==> config.mk <==
export PLATFORM = sky130hd
export DESIGN_NAME = seqdiv32_16
export DESIGN_NICKNAME = d
export VERILOG_FILES = /design/src/rtl/seqdiv32_16.sv
export SDC_FILE = /design/constraint.sdc
export NUM_CORES = 1
export LEC_CHECK = 0
export CORE_MARGIN = 3
export CORE_UTILIZATION = 51
export CTS_BUF_LIST = sky130_fd_sc_hd__clkbuf_16
export DETAILED_ROUTE_END_ITERATION = 16
export PLACE_DENSITY = 0.79
export SLEW_MARGIN = 15
export SYNTH_ARGS = -nofsm -noshare
export SYNTH_HDL_FRONTEND = slang
export SYNTH_SLANG_ARGS = --single-unit
==> constraint.sdc <==
create_clock -name clk -period 2.8 [get_ports clk]
set_input_delay 0.7 -clock clk [delete_from_list [all_inputs] [get_ports clk]]
set_output_delay 0.7 -clock clk [all_outputs]
set_load 0.01 [all_outputs]
==> src/rtl/seqdiv32_16.sv <==
// seqdiv32_16: sequential restoring divider, 32-bit dividend by 16-bit
// divisor, one quotient bit per cycle, MSB first.
//
// Ports:
//   clk, rst            clock, asynchronous active-high reset
//   in_valid/in_ready   operand handshake (N dividend, D divisor)
//   out_valid/out_ready result handshake (Q quotient, Rm remainder,
//                       dz divide-by-zero flag)
//
// Optional macro SEQDIV32_16_OUT_REG_EN adds one result register stage
// between the DONE state and the outputs (all latencies +1 cycle).

module seqdiv32_16 (
    input  logic        clk,
    input  logic        rst,
    input  logic        in_valid,
    output logic        in_ready,
    input  logic [31:0] N,
    input  logic [15:0] D,
    output logic        out_valid,
    input  logic        out_ready,
    output logic [31:0] Q,
    output logic [15:0] Rm,
    output logic        dz
);

    typedef enum logic [1:0] {
        IDLE = 2'd0,
        CALC = 2'd1,
        DONE = 2'd2
    } state_t;

    state_t      state;
    state_t      state_nx;

    // q_r shifts dividend bits out the top and quotient bits in the bottom.
    logic [31:0] q_r;
    logic [15:0] rem_r;
    logic [15:0] d_r;
    logic        dz_r;
    logic [4:0]  cnt;
    // Result-ready flag inside DONE. Set on the edge that finishes the
    // last iteration, or one edge after entering DONE for D=0, so the
    // D=0 result appears one cycle after acceptance.
    logic        vld;
    logic        fire;

    logic [16:0] part;
    logic [16:0] diff;
    logic        qbit;
    logic        last_iter;

    // rem_r < d_r always holds, so part < 2*d_r. A 17-bit wrapped
    // difference then has bit 16 set exactly when the subtract borrows.
    assign part      = {rem_r, q_r[31]};
    assign diff      = part - {1'b0, d_r};
    assign qbit      = ~diff[16];
    assign last_iter = (cnt == 5'd31);

    // State register
    always_ff @(posedge clk or posedge rst) begin
        if (rst) begin
            state <= IDLE;
        end else begin
            state <= state_nx;
        end
    end

    // Next-state logic
    always_comb begin
        state_nx = state;
        case (state)
            IDLE: begin
                if (in_valid) begin
                    state_nx = (D == 16'd0) ? DONE : CALC;
                end
            end
            CALC: begin
                if (last_iter) begin
                    state_nx = DONE;
                end
            end
            DONE: begin
                if (fire) begin
                    state_nx = IDLE;
                end
            end
            default: state_nx = IDLE;
        endcase
    end

    // Output logic
    always_comb begin
        in_ready = 1'b0;
        case (state)
            IDLE:    in_ready = 1'b1;
            default: in_ready = 1'b0;
        endcase
    end

    // Working registers
    always_ff @(posedge clk or posedge rst) begin
        if (rst) begin
            q_r   <= 32'd0;
            rem_r <= 16'd0;
            d_r   <= 16'd0;
            dz_r  <= 1'b0;
            cnt   <= 5'd0;
            vld   <= 1'b0;
        end else begin
            case (state)
                IDLE: begin
                    if (in_valid) begin
                        d_r <= D;
                        cnt <= 5'd0;
                        vld <= 1'b0;
                        if (D == 16'd0) begin
                            q_r   <= 32'hFFFF_FFFF;
                            rem_r <= N[15:0];
                            dz_r  <= 1'b1;
                        end else begin
                            q_r   <= N;
                            rem_r <= 16'd0;
                            dz_r  <= 1'b0;
                        end
                    end
                end
                CALC: begin
                    q_r   <= {q_r[30:0], qbit};
                    rem_r <= qbit ? diff[15:0] : part[15:0];
                    cnt   <= cnt + 5'd1;
                    if (last_iter) begin
                        vld <= 1'b1;
                    end
                end
                DONE: begin
                    vld <= ~fire;
                end
                default: ;
            endcase
        end
    end

`ifdef SEQDIV32_16_OUT_REG_EN
    logic        ov_r;
    logic [31:0] q_o;
    logic [15:0] rm_o;
    logic        dz_o;

    // Capture the result once when it becomes ready; hold until taken.
    always_ff @(posedge clk or posedge rst) begin
        if (rst) begin
            ov_r <= 1'b0;
            q_o  <= 32'd0;
            rm_o <= 16'd0;
            dz_o <= 1'b0;
        end else if (fire) begin
            ov_r <= 1'b0;
        end else if (vld && !ov_r) begin
            ov_r <= 1'b1;
            q_o  <= q_r;
            rm_o <= rem_r;
            dz_o <= dz_r;
        end
    end

    assign fire      = ov_r & out_ready;
    assign out_valid = ov_r;
    assign Q         = q_o;
    assign Rm        = rm_o;
    assign dz        = dz_o;
`else
    assign fire      = vld & out_ready;
    assign out_valid = vld;
    assign Q         = q_r;
    assign Rm        = rem_r;
    assign dz        = dz_r;
`endif

endmodule

==> impl_metrics.toml, run 1 <==
[clocking]
cts_buffers = 9
clock-root-buffer = "clkbuf_16"
cts_setup_buffers = 0
htree_levels = 3
clockBufferDepth = 2
cts_sinks = 73
cts.repair.resized = 0
clk_pin_slew_worst_paths_ns = 0.06
clock_latency_ns = 0.33
cts_tree = "built"
cts_hold_buf = 0

[routing]
route.detailed.drc = 0
avgViaCountPerCell = 5.87
post_drt_wl_per_cell_microns = 17.0
wl_microns = 11900
ant_nets = 0
dr.pass1.iters = 7
vias = 4104
drt_iter0_drc = 294

[timing]
drv_slew = 0
tightest_slew_ns = 0.538
fin_tns_setup_ns = 0
hold_violations = 0
finClkSkew_ns = 0.00666
rsz0062_at_grt = "yes"
post-route-period-util_pct = 96.2
whs_ns = 0.487
final-setup-viol-count = 0
fin_crit_ns = 2.69
max_freq_mhz = 371
relSlewSlack_pct = 64.1

[floorplan]
rows = 33
die_w_microns = 98.7
dieArea_sq_um = 9740
start_util_pct = 52.8
die_h_microns = 98.7
io_pins = 103
core_area_sq_um = 8300

[finish]
drive_gt1_share_pct = 10.4
fin_cells = 699
nets = 663
final_util_pct = 70.9
antenna_cells = 0
multi_input_area_sq_um = 2380
area_growth_pct = 34.3
layout_common_cells = "o21ai_0 (102), clkdlybuf4s50_1 (102), dfrtp_1 (73)"
n_fill_cell = 641
seqCellArea_sq_um = 1830

[logic_synthesis]
synthFlopType = "dfrtp_1"
ys_seq_area_share_pct = 41.7
synth_cell_types = 48
syn_area_per_cell_sq_um = 8.96
ys_seq_elements = 73
synth_edf_count = 0
syn-num-nets = 563
yosysWarnings = 0
synth_area_sq_um = 4380
netlist_instances = 489
async_flop_share_pct = 100

[critical_path]
timing.rr.end = "Rm[0]"
crit_path_max_fanout = 5
cp-end-kind = "register"
worst_path_max_delay_cell = "fa_1"
crit_path_start_kind = "register"
r2r_start = "Q[31]"
cp.required_ns = 3.06
arrival_ns = 2.96
path_cells = "inv_1, ha_1, fa_1, nand2b_1, a21oi_1, o21ai_1, a21oi_2, and2_4, mux2_4, o21ai_2"
critical_path_class = "register to register"
reg2reg_depth = 10
slowest_delay_ns = 0.41
regToRegSetupSlack_ns = 0.11

[power_and_ir_drop]
switching_share_pct = 40.0
p_leak_nw = 2.52
switchingPower_w = 0.00237
ir_drop_v = 0.000485
power_density_nw_per_um2 = 1000
seqPwrFrac_pct = 30.1
p_int_w = 0.00355
p_clk_share_pct = 19.8
comb_power_share_pct = 50.0

[placement]
place_inst = 681
port_buffers = 102
finalWeightedCongestion = 0.854
hpwl_microns = 8440

[global_routing]
grt_start_max_net_pins = 74
grt_overflow = 0
grt_pass1_wl_microns = 19500
grt_pass1_vias = 3969
grt_usage_pct = 24.6
antenna_found_initial = 0

[worst_hold_path]
holdCritStartpoint = "cnt[3]"
worstHoldEndpoint = "cnt[3]"
whs_path_depth = 1
min_path_type = "register to register"

[status]
outcome = "finished, final reports clean"

[job]
cap_viol_max_count = 0
[power by group through the flow]
| stage | registers [W] | logic [W] | clock network [W] |
|---|---|---|---|
| 6_report | 0.00178 | 0.00296 | 0.00117 |
| 5_1_grt | 0.00184 | 0.00329 | 0.00123 |
| 4_1_cts | 0.00178 | 0.00297 | 0.00119 |
| 3_5_place_dp | 0.00179 | 0.00295 | 0 |
| 3_3_place_gp | 0.00177 | 0.00287 | 0 |
| 2_1_floorplan | 0.00183 | 0.00173 | 0 |
[cells by family after synthesis]
family                   synth area share, %
buffers and inverters                   4.83
adder cells (fa/ha/maj)                 6.45
multiplexers                            7.68
AND/OR/NAND/NOR                         13.8
flip-flops                              41.7
XOR/XNOR                                2.60
AO/OA/AOI/OAI                           22.9
[per-stage QoR]
| step | cell area [sq um] | total power, W | worst slack, ns |
|---|---|---|---|
| detailed placement | 5560 | 0.00475 | 0.0567 |
| CTS | 5860 | 0.00594 | 0.0344 |
| global placement | 5560 | 0.00464 | 0.139 |
| global route | 5890 | 0.00635 | -0.00894 |
| finish | 5890 | 0.00591 | 0.106 |
| floorplan | 4380 | 0.00357 | 0.247 |
[layout make-up]
class                           instances  area share, %
Tap cell                              105           2.23
Sequential cell                        73           31.0
Multi-Input combinational cell        366           40.4
Clock buffer                            9           3.83
Timing Repair Buffer                  116           19.8
Inverter                               23           1.47
Clock inverter                          7           1.30
[critical path: cells and delay by family, from the launching register on]
kind / cells / cell delay (ns)
mux: 1 / 0.31
compound gates: 4 / 0.76
flops: 1 / 0.36
buf+inv: 1 / 0.10
simple gates: 2 / 0.43
fa+ha+maj: 2 / 0.65
[synthesized netlist by cell type, drive strengths merged (2+ instances only)]
cell type / n / area share (%)
mux2: 18 / 4.7
nor4: 5 / 0.71
o31ai: 4 / 0.69
nor2b: 2 / 0.29
nand3: 4 / 0.46
o21ai: 109 / 13
clkbuf: 21 / 1.8
or3: 31 / 4.4
a22oi: 16 / 2.7
xnor2: 6 / 1.2
mux2i: 13 / 3.0
nand2b: 6 / 0.86
a21oi: 22 / 2.7
a211oi: 4 / 0.80
and3: 2 / 0.29
nor3: 3 / 0.34
nand2: 55 / 4.9
dfrtp: 73 / 42
xor2: 7 / 1.4
o211ai: 5 / 0.86
nor2: 14 / 1.2
ha: 21 / 6.0
a21o: 4 / 0.69
inv: 23 / 2.0
buf: 8 / 1.0
[how the worst max path moves through the flow]
stage / startpoint / endpoint / slack, ns / depth (start not counted)
after floorplan: rst / Q[0] / 0.25 / 1
after global placement: Q[31] / Rm[0] / 0.14 / 10
after detailed placement: Q[31] / Rm[0] / 0.06 / 10
after CTS: Q[31] / Rm[11] / 0.03 / 10
after global routing: Q[31] / Rm[2] / -0.009 / 10
final: Q[31] / Rm[0] / 0.11 / 10
[routing by layer]
| metal | global-route usage (%) | share of wire, % |
|---|---|---|
| met3 | 3.33 | 6.0 |
| met5 | 0 | 0 |
| met1 | 33.4 | 43 |
| met4 | 8.40 | 2.1 |
| met2 | 40.6 | 49 |
[registers in the layout (all words and copies together), names as in the netlist]
name	count
Q	32
Rm	16
d_r	16
cnt	5
state	2
dz	1
out_valid	1
(Power assumes the default switching activity.)
==> run 2: changes to the inputs <==
- TNS_END_PERCENT: not set -> 30
==> impl_metrics.toml, run 2 (synthesis results as in run 1) <==
[timing]
fin_crit_ns = 2.69
finClkSkew_ns = 0.00654
whs_ns = 0.487
post-route-period-util_pct = 96.1
tightest_slew_ns = 0.538
drv_slew = 0
relSlewSlack_pct = 64.2
final-setup-viol-count = 0
hold_violations = 0
rsz0062_at_grt = "yes"
fin_ws_ns = 0.108
max_freq_mhz = 371

[routing]
post_drt_wl_per_cell_microns = 17.1
avgViaCountPerCell = 5.88
route.detailed.drc = 0
ant_nets = 0
dr.pass1.iters = 7
drt_iter0_drc = 281
vias = 4109
wl_microns = 11900

[global_routing]
grt_overflow = 0
grt_start_max_net_pins = 74
use_met1_pct = 33.4
busiest_layer = "met2"
grt_pass1_wl_microns = 19500
grt_pass1_vias = 3969
grt_util_met2_pct = 40.6
grt_usage_pct = 24.6
met3_usage_pct = 3.33
antenna_found_initial = 0

[critical_path]
critical_path_class = "register to register"
cp-end-kind = "register"
worst_path_max_delay_cell = "fa_1"
cp.required_ns = 3.06
path_cells = "inv_1, ha_1, fa_1, nand2b_1, a21oi_1, o21ai_1, a21oi_2, and2_4, mux2_4, o21ai_2"
slowest_delay_ns = 0.41
arrival_ns = 2.95
crit_path_start_kind = "register"
crit_path_max_fanout = 5

[clocking]
clock-root-buffer = "clkbuf_16"
htree_levels = 3
cts_buffers = 9
cts_sinks = 73
clk_pin_slew_worst_paths_ns = 0.06
clockBufferDepth = 2
clock_latency_ns = 0.33
cts_hold_buf = 0
cts_setup_buffers = 0
cts_tree = "built"
cts.repair.resized = 0

[finish]
layout_common_cells = "o21ai_0 (102), clkdlybuf4s50_1 (102), dfrtp_1 (73)"
largest_reg_flops = 32
nets = 663
antenna_cells = 0
final_util_pct = 70.9
area_growth_pct = 34.3
drive_gt1_share_pct = 10.4

[job]
cap_viol_max_count = 0

[floorplan]
core_area_sq_um = 8300
die_w_microns = 98.7
dieArea_sq_um = 9740
die_h_microns = 98.7
start_util_pct = 52.8
io_pins = 103
rows = 33

[placement]
dp_slack_ns = 0.0567
hpwl_microns = 8440
port_buffers = 102
finalWeightedCongestion = 0.854

[power_and_ir_drop]
ir_drop_v = 0.000485
p_leak_nw = 2.52
power_density_nw_per_um2 = 1000

[status]
outcome = "finished, final reports clean"

[worst_hold_path]
min_path_type = "register to register"
run 2: cell counts in the layout (fill, tap and decap cells not counted):
Identical to the previous run, type by type.
run 2: report_power, final:
| part | switching [W] | leakage (nW) | internal, W |
|---|---|---|---|
| clock | 0.000475 | 0.142 | 0.000696 |
| sequential | 0.000308 | 0.921 | 0.00148 |
| combinational | 0.00158 | 1.46 | 0.00138 |
run 2: routing by layer:
layer | vias up | routed length [microns]
li1 | 1961 | -
met1 | 1965 | 5160
met2 | 162 | 5840
met3 | 21 | 710
met4 | 0 | 217
met5 | - | 0
run 2: final timing paths:
path / from / end / slack (ns) / depth (start not counted)
min reg2reg: cnt[3] / cnt[3] / 0.49 / 1
min in group asynchronous: rst / Q[3] / 0.75 / 3
max reg2reg: Q[31] / Rm[0] / 0.11 / 10
max in group asynchronous: rst / state[1] / 1.71 / 3
max: Q[31] / Rm[0] / 0.11 / 10
min: cnt[3] / cnt[3] / 0.49 / 1
run 2: through the flow:
| stage | std cells | TNS (ns) | instance area [sq um] | total power (W) |
|---|---|---|---|---|
| floorplan | 489 | 0 | 4380 | 0.00357 |
| global route | 699 | -0.00894 | 5890 | 0.00635 |
| detailed placement | 681 | 0 | 5560 | 0.00475 |
| finish | 699 | 0 | 5890 | 0.00591 |
| CTS | 697 | 0 | 5860 | 0.00594 |
| global placement | 681 | 0 | 5560 | 0.00464 |
run 2: cell type report:
class                           instances  area [sq um]
Clock buffer                            9           225
Clock inverter                          7          76.3
Fill cell                             641          2410
Inverter                               23          86.3
Multi-Input combinational cell        366          2380
Sequential cell                        73          1830
Tap cell                              105           131
Timing Repair Buffer                  116          1160
run 2: worst max-delay path, delay by kind of cell (launching register included):
family,cells,cell delay [ns]
adder cells (fa/ha/maj),2,0.65
multiplexers,1,0.31
AND/OR/NAND/NOR,2,0.43
flip-flops,1,0.36
buffers and inverters,1,0.10
AO/OA/AOI/OAI,4,0.76
==> run 3: changes to the inputs <==
- ABC_CLOCK_PERIOD_IN_PS: not set -> 2800
==> results of run 3 <==
Same layout as run 2: the final DEF is identical, and so are final timing and power.
